==> src/rtl/d_memory_ctrl.sv <==
// Data memory for the load/store path: single-port RAM with valid/ready requests,
// byte-lane writes, a back-pressured registered read response and a clear sequencer.
module d_memory_ctrl #(
    parameter int unsigned       DATA_W = 16,
    parameter int unsigned       ADDR_W = 8,
    parameter logic [DATA_W-1:0] INIT0  = 16'h00AB,
    parameter logic [DATA_W-1:0] INIT1  = 16'h3C00
) (
    input  logic                clk,
    input  logic                rst_n,
    input  logic                clr_start,
    input  logic                req_valid,
    output logic                req_ready,
    input  logic                req_we,
    input  logic [ADDR_W-1:0]   req_addr,
    input  logic [DATA_W-1:0]   req_wdata,
    input  logic [DATA_W/8-1:0] req_be,
    output logic                rsp_valid,
    input  logic                rsp_ready,
    output logic [DATA_W-1:0]   rsp_rdata,
    output logic                busy
);

    localparam int unsigned DEPTH = 2 ** ADDR_W;
    localparam int unsigned NB    = DATA_W / 8;

    typedef enum logic [0:0] {StClear, StRun} state_e;

    state_e              state_q, state_d;
    logic [ADDR_W-1:0]   clr_addr_q, clr_addr_d;
    logic                busy_q;
    logic                rsp_valid_q, rsp_valid_d;
    logic [DATA_W-1:0]   rsp_rdata_q;

    logic [DATA_W-1:0]   mem [DEPTH];

    logic                accept;
    logic                rd_en;
    logic                wr_en;
    logic [ADDR_W-1:0]   wr_addr;
    logic [DATA_W-1:0]   wr_data;
    logic [NB-1:0]       wr_be;

    // A stalled response blocks new requests so rsp_rdata cannot be overwritten.
    assign req_ready = (state_q == StRun) && !(rsp_valid_q && !rsp_ready);
    assign accept    = req_valid && req_ready;
    assign rd_en     = accept && !req_we;
    assign busy      = busy_q;
    assign rsp_valid = rsp_valid_q;
    assign rsp_rdata = rsp_rdata_q;

    always_comb begin
        state_d    = state_q;
        clr_addr_d = clr_addr_q;
        wr_en      = 1'b0;
        wr_addr    = req_addr;
        wr_data    = req_wdata;
        wr_be      = req_be;
        unique case (state_q)
            StClear: begin
                wr_en   = 1'b1;
                wr_addr = clr_addr_q;
                wr_be   = '1;
                if (clr_addr_q == '0) begin
                    wr_data = INIT0;
                end else if (clr_addr_q == ADDR_W'(1)) begin
                    wr_data = INIT1;
                end else begin
                    wr_data = '0;
                end
                clr_addr_d = clr_addr_q + ADDR_W'(1);
                if (clr_addr_q == '1) begin
                    state_d    = StRun;
                    clr_addr_d = '0;
                end
            end
            StRun: begin
                wr_en = accept && req_we;
                if (clr_start) begin
                    state_d = StClear;
                end
            end
            default: state_d = StClear;
        endcase
    end

    always_comb begin
        rsp_valid_d = rsp_valid_q;
        if (rd_en) begin
            rsp_valid_d = 1'b1;
        end else if (rsp_valid_q && rsp_ready) begin
            rsp_valid_d = 1'b0;
        end
    end

    always_ff @(posedge clk or negedge rst_n) begin
        if (!rst_n) begin
            state_q     <= StClear;
            clr_addr_q  <= '0;
            busy_q      <= 1'b1;
            rsp_valid_q <= 1'b0;
            rsp_rdata_q <= '0;
        end else begin
            state_q     <= state_d;
            clr_addr_q  <= clr_addr_d;
            busy_q      <= (state_d == StClear);
            rsp_valid_q <= rsp_valid_d;
            if (rd_en) begin
                rsp_rdata_q <= mem[req_addr];
            end
        end
    end

    // Storage array is intentionally not reset; the clear sequencer initialises it.
    always_ff @(posedge clk) begin
        if (wr_en) begin
            for (int i = 0; i < NB; i++) begin
                if (wr_be[i]) begin
                    mem[wr_addr][8*i +: 8] <= wr_data[8*i +: 8];
                end
            end
        end
    end

endmodule

==> config.mk <==
export PLATFORM = sky130hd
export DESIGN_NAME = d_memory_ctrl
export DESIGN_NICKNAME = d
export VERILOG_FILES = /design/src/rtl/d_memory_ctrl.sv
export SDC_FILE = /design/constraint.sdc
export NUM_CORES = 2
export LEC_CHECK = 0
export CELL_PAD_IN_SITES_DETAIL_PLACEMENT = 0
export CELL_PAD_IN_SITES_GLOBAL_PLACEMENT = 1
export CORE_ASPECT_RATIO = 1.5
export CORE_MARGIN = 8
export CORE_UTILIZATION = 45
export DETAILED_ROUTE_END_ITERATION = 12
export PLACE_DENSITY_LB_ADDON = 0.25
export SLEW_MARGIN = 10
export SYNTH_ARGS = -nofsm -noshare
export SYNTH_HDL_FRONTEND = slang
export SYNTH_SLANG_ARGS = --single-unit
==> constraint.sdc <==
create_clock -name clk -period 10.1 [get_ports clk]
set_input_delay 3.03 -clock clk [delete_from_list [all_inputs] [get_ports clk]]
set_output_delay 3.03 -clock clk [all_outputs]
set_load 0.02 [all_outputs]
==> results.py <==
metrics = {
    "logic_synthesis": {
        "syn-cell-area_um2": 161000,
        "synth_top_cell_by_area": "edfxtp_1",
        "ys_async_sr_fraction": 0.00655,
        "yosys_register_bits": 4123,
        "yosys-top-cells-area": "edfxtp_1 (76%), mux4_2 (9.2%), mux2i_1 (3.9%)",
        "synth_top_area_frac": 0.762,
        "ys_top_cells_by_count": "edfxtp_1 (4096), mux4_2 (661), mux2i_1 (635)",
        "synth_edf_count": 4096,
        "avgSynthCellArea_um2": 20.1,
        "yosysWarningCount": 0,
        "ys_types": 81,
        "syn_nets": 8050,
        "seq_area_frac_synth": 0.767,
        "synth-main-ff-cell": "edfxtp_1",
        "syn_inst": 8015,
        "synth_most_common_cell": "edfxtp_1",
    },
    "setup_path": {
        "cp.required_ps": 7070,
        "worstSetupPathType": "input port to primary output",
        "cp-end-kind": "primary output",
        "critPathArrivalTime_ps": 4580,
        "cp-start-kind": "input port",
        "critPathMaxFanout": 4,
    },
    "placement": {
        "place_area_um2": 166000,
        "dp_hpwl_mm": 289,
        "place_congestion": 0.849,
        "post-place-ws_ps": 1930,
        "portBuffers": 50,
    },
    "sta": {
        "period_minus_slack_ps": 7610,
        "setup_slack_ps": 2490,
        "max-slew-margin-rel": 0.0859,
        "finClkSkew_ps": 55.5,
        "timing.fmax_mhz": 131,
        "setup_viol": 0,
        "hold_viol_final": 0,
        "tns_ps": 0,
        "rsz0062_at_grt": "false",
        "finalMaxSlewViolations": 0,
        "fin_crit_sh": 0.754,
        "tightest_slew_ps": 1340,
    },
    "detailed_routing": {
        "routed_wl_mm": 461,
        "drtAntennaViolNets": 0,
        "dr.pass1.iters": 6,
        "wire_per_inst_um": 35.0,
        "vias": 80628,
        "routed_via_density": 6.12,
        "drt-initial-drc-count": 8743,
        "drc": 0,
    },
    "cts": {
        "clkLatencyLatePin_ps": 930,
        "htreeDepth": 5,
        "cts_root_buffer": "clkbuf_16",
        "cts_tree": "built",
        "cts_buffers": 367,
        "holdBufCountCts": 0,
        "cts.sinks": 4123,
        "max-clock-path-buffers": 4,
        "postCtsSetupRepairBufs": 0,
        "ctsResizeCount": 0,
        "cts.clk_slew.worst_paths_ps": 60,
    },
    "power_and_ir_drop": {
        "total_power_w": 0.0362,
        "p_leak_nw": 58.1,
        "ir_drop_mv": 0.221,
        "power_density_nw_per_um2": 203,
    },
    "global_routing": {
        "grt_use_met3": 0.0353,
        "grt_max_degree": 165,
        "grt.overflow.total": 0,
        "busiest_layer": "met2",
        "grt_pass1_wl_mm": 642,
        "antenna_found_initial": 25,
        "grt_pass1_vias": 82668,
        "grt_usage": 0.238,
        "grt_use_met2": 0.421,
        "grt.met1_usage": 0.289,
    },
    "layout": {
        "nets": 8167,
        "syn_to_final_growth_pct": 10.4,
        "final_util": 0.498,
        "drive_gt1_frac": 0.180,
        "fin_area_um2": 178000,
    },
    "floorplan": {
        "core_area_um2": 357000,
        "ios": 51,
        "initial_core_util": 0.451,
        "die_y_um": 749,
        "dieArea_um2": 378000,
        "fp-row-count": 269,
        "die_x_um": 505,
    },
    "status": {
        "outcome": "completed",
    },
    "flow_run": {
        "cap_violations": 0,
    },
    "hold_path": {
        "min_path_type": "flip-flop to flip-flop",
    },
}
==> flip-flops by register name (all words and copies together) (netlist names) <==
name,cells
rsp_rdata,16
rsp_valid,1
busy,1
mem,4096
state_q,1
clr_addr_q,8
==> kinds of logic (layout without fill, tap and decap cells) <==
kind of cell    Yosys count  after routing  synth area share
flops                  4123           4123             0.767
buf+inv                 521            926            0.0229
compound gates          923            923            0.0398
other cells               0             15                 0
mux                    1393           1393             0.143
fa+ha+maj                 3              3          0.000233
xor+xnor                  3              3          0.000163
simple gates           1049           1049            0.0269
==> final timing paths <==
path / from / end / slack [ps] / cells past startpoint
worst max-delay path: rsp_ready / req_ready / 2490 / 4
min in group asynchronous: rst_n / rsp_rdata[10] / 2290 / 2
worst max register to register: state_q / mem[190][8] / 4980 / 6
max in group asynchronous: rst_n / state_q / 7240 / 2
worst min-delay path: rsp_rdata[11] / rsp_rdata[11] / 580 / 1
worst min register to register: rsp_rdata[11] / rsp_rdata[11] / 580 / 1
==> per-layer routing <==
metal  routed length [um]  vias up
met2               238000     3413
met3                30500      747
met1               169000    43158
li1                     -    33306
met4                24400        4
met5                   21        -
==> placed cells by master, fill, tap and decap left out, drive strengths merged, types with 8 or more instances in the layout <==
cell type      synthesis  routed
dfrtp                 26      26
nand3                 61      61
nor2b                 13      13
a221oi                21      21
nor3                  24      24
or3                    8       8
a211o                  8       8
bufinv                 0      39
and2                  18      18
a21oi                148     148
nand4                 11      11
o221ai               123     123
clkinvlp               0      21
o211ai                 8       8
o21ai                110     110
diode                  0      15
mux4                 714     714
clkdlybuf4s50          0      44
mux2                  44      44
o22ai                208     208
clkbuf               155     435
clkinv                 0     156
nand2                295     295
buf                  352     212
and3                  10      10
edfxtp              4096    4096
mux2i                635     635
inv                   12      19
a2111oi               46      46
nor2                 572     572
a22oi                 88      88
a211oi                98      98
==> worst max-delay path, cell delays in order <==
cell,delay [ps]
clkdlybuf4s50_1,470
nand2b_1,180
and2_0,250
clkdlybuf4s50_1,650
==> through the flow <==
| step | cells | hold WS [ps] |
|---|---|---|
| finish | 13177 | 576 |
| global route | 13163 | 607 |
| CTS | 13162 | 577 |
| detailed placement | 12505 | 559 |
| global placement | 12504 | 543 |
| floorplan | 8015 | 511 |
==> report_power, final <==
part / internal (W) / switching (W)
clock: 0.00786 / 0.00617
combinational: 0.000661 / 0.00222
sequential: 0.0192 / 0.000101
total: 0.0277 / 0.00848
==> area by class of cell <==
type	instances	area (um^2)
Fill cell	28683	179000
Sequential cell	4123	124000
Multi-Input combinational cell	3371	34300
Clock buffer	434	9700
Tap cell	4742	5930
Timing Repair Buffer	257	2320
Clock inverter	223	2120
Inverter	12	55.1
Antenna cell	15	37.5
No activity file was read; power rests on OpenSTA's default activity.
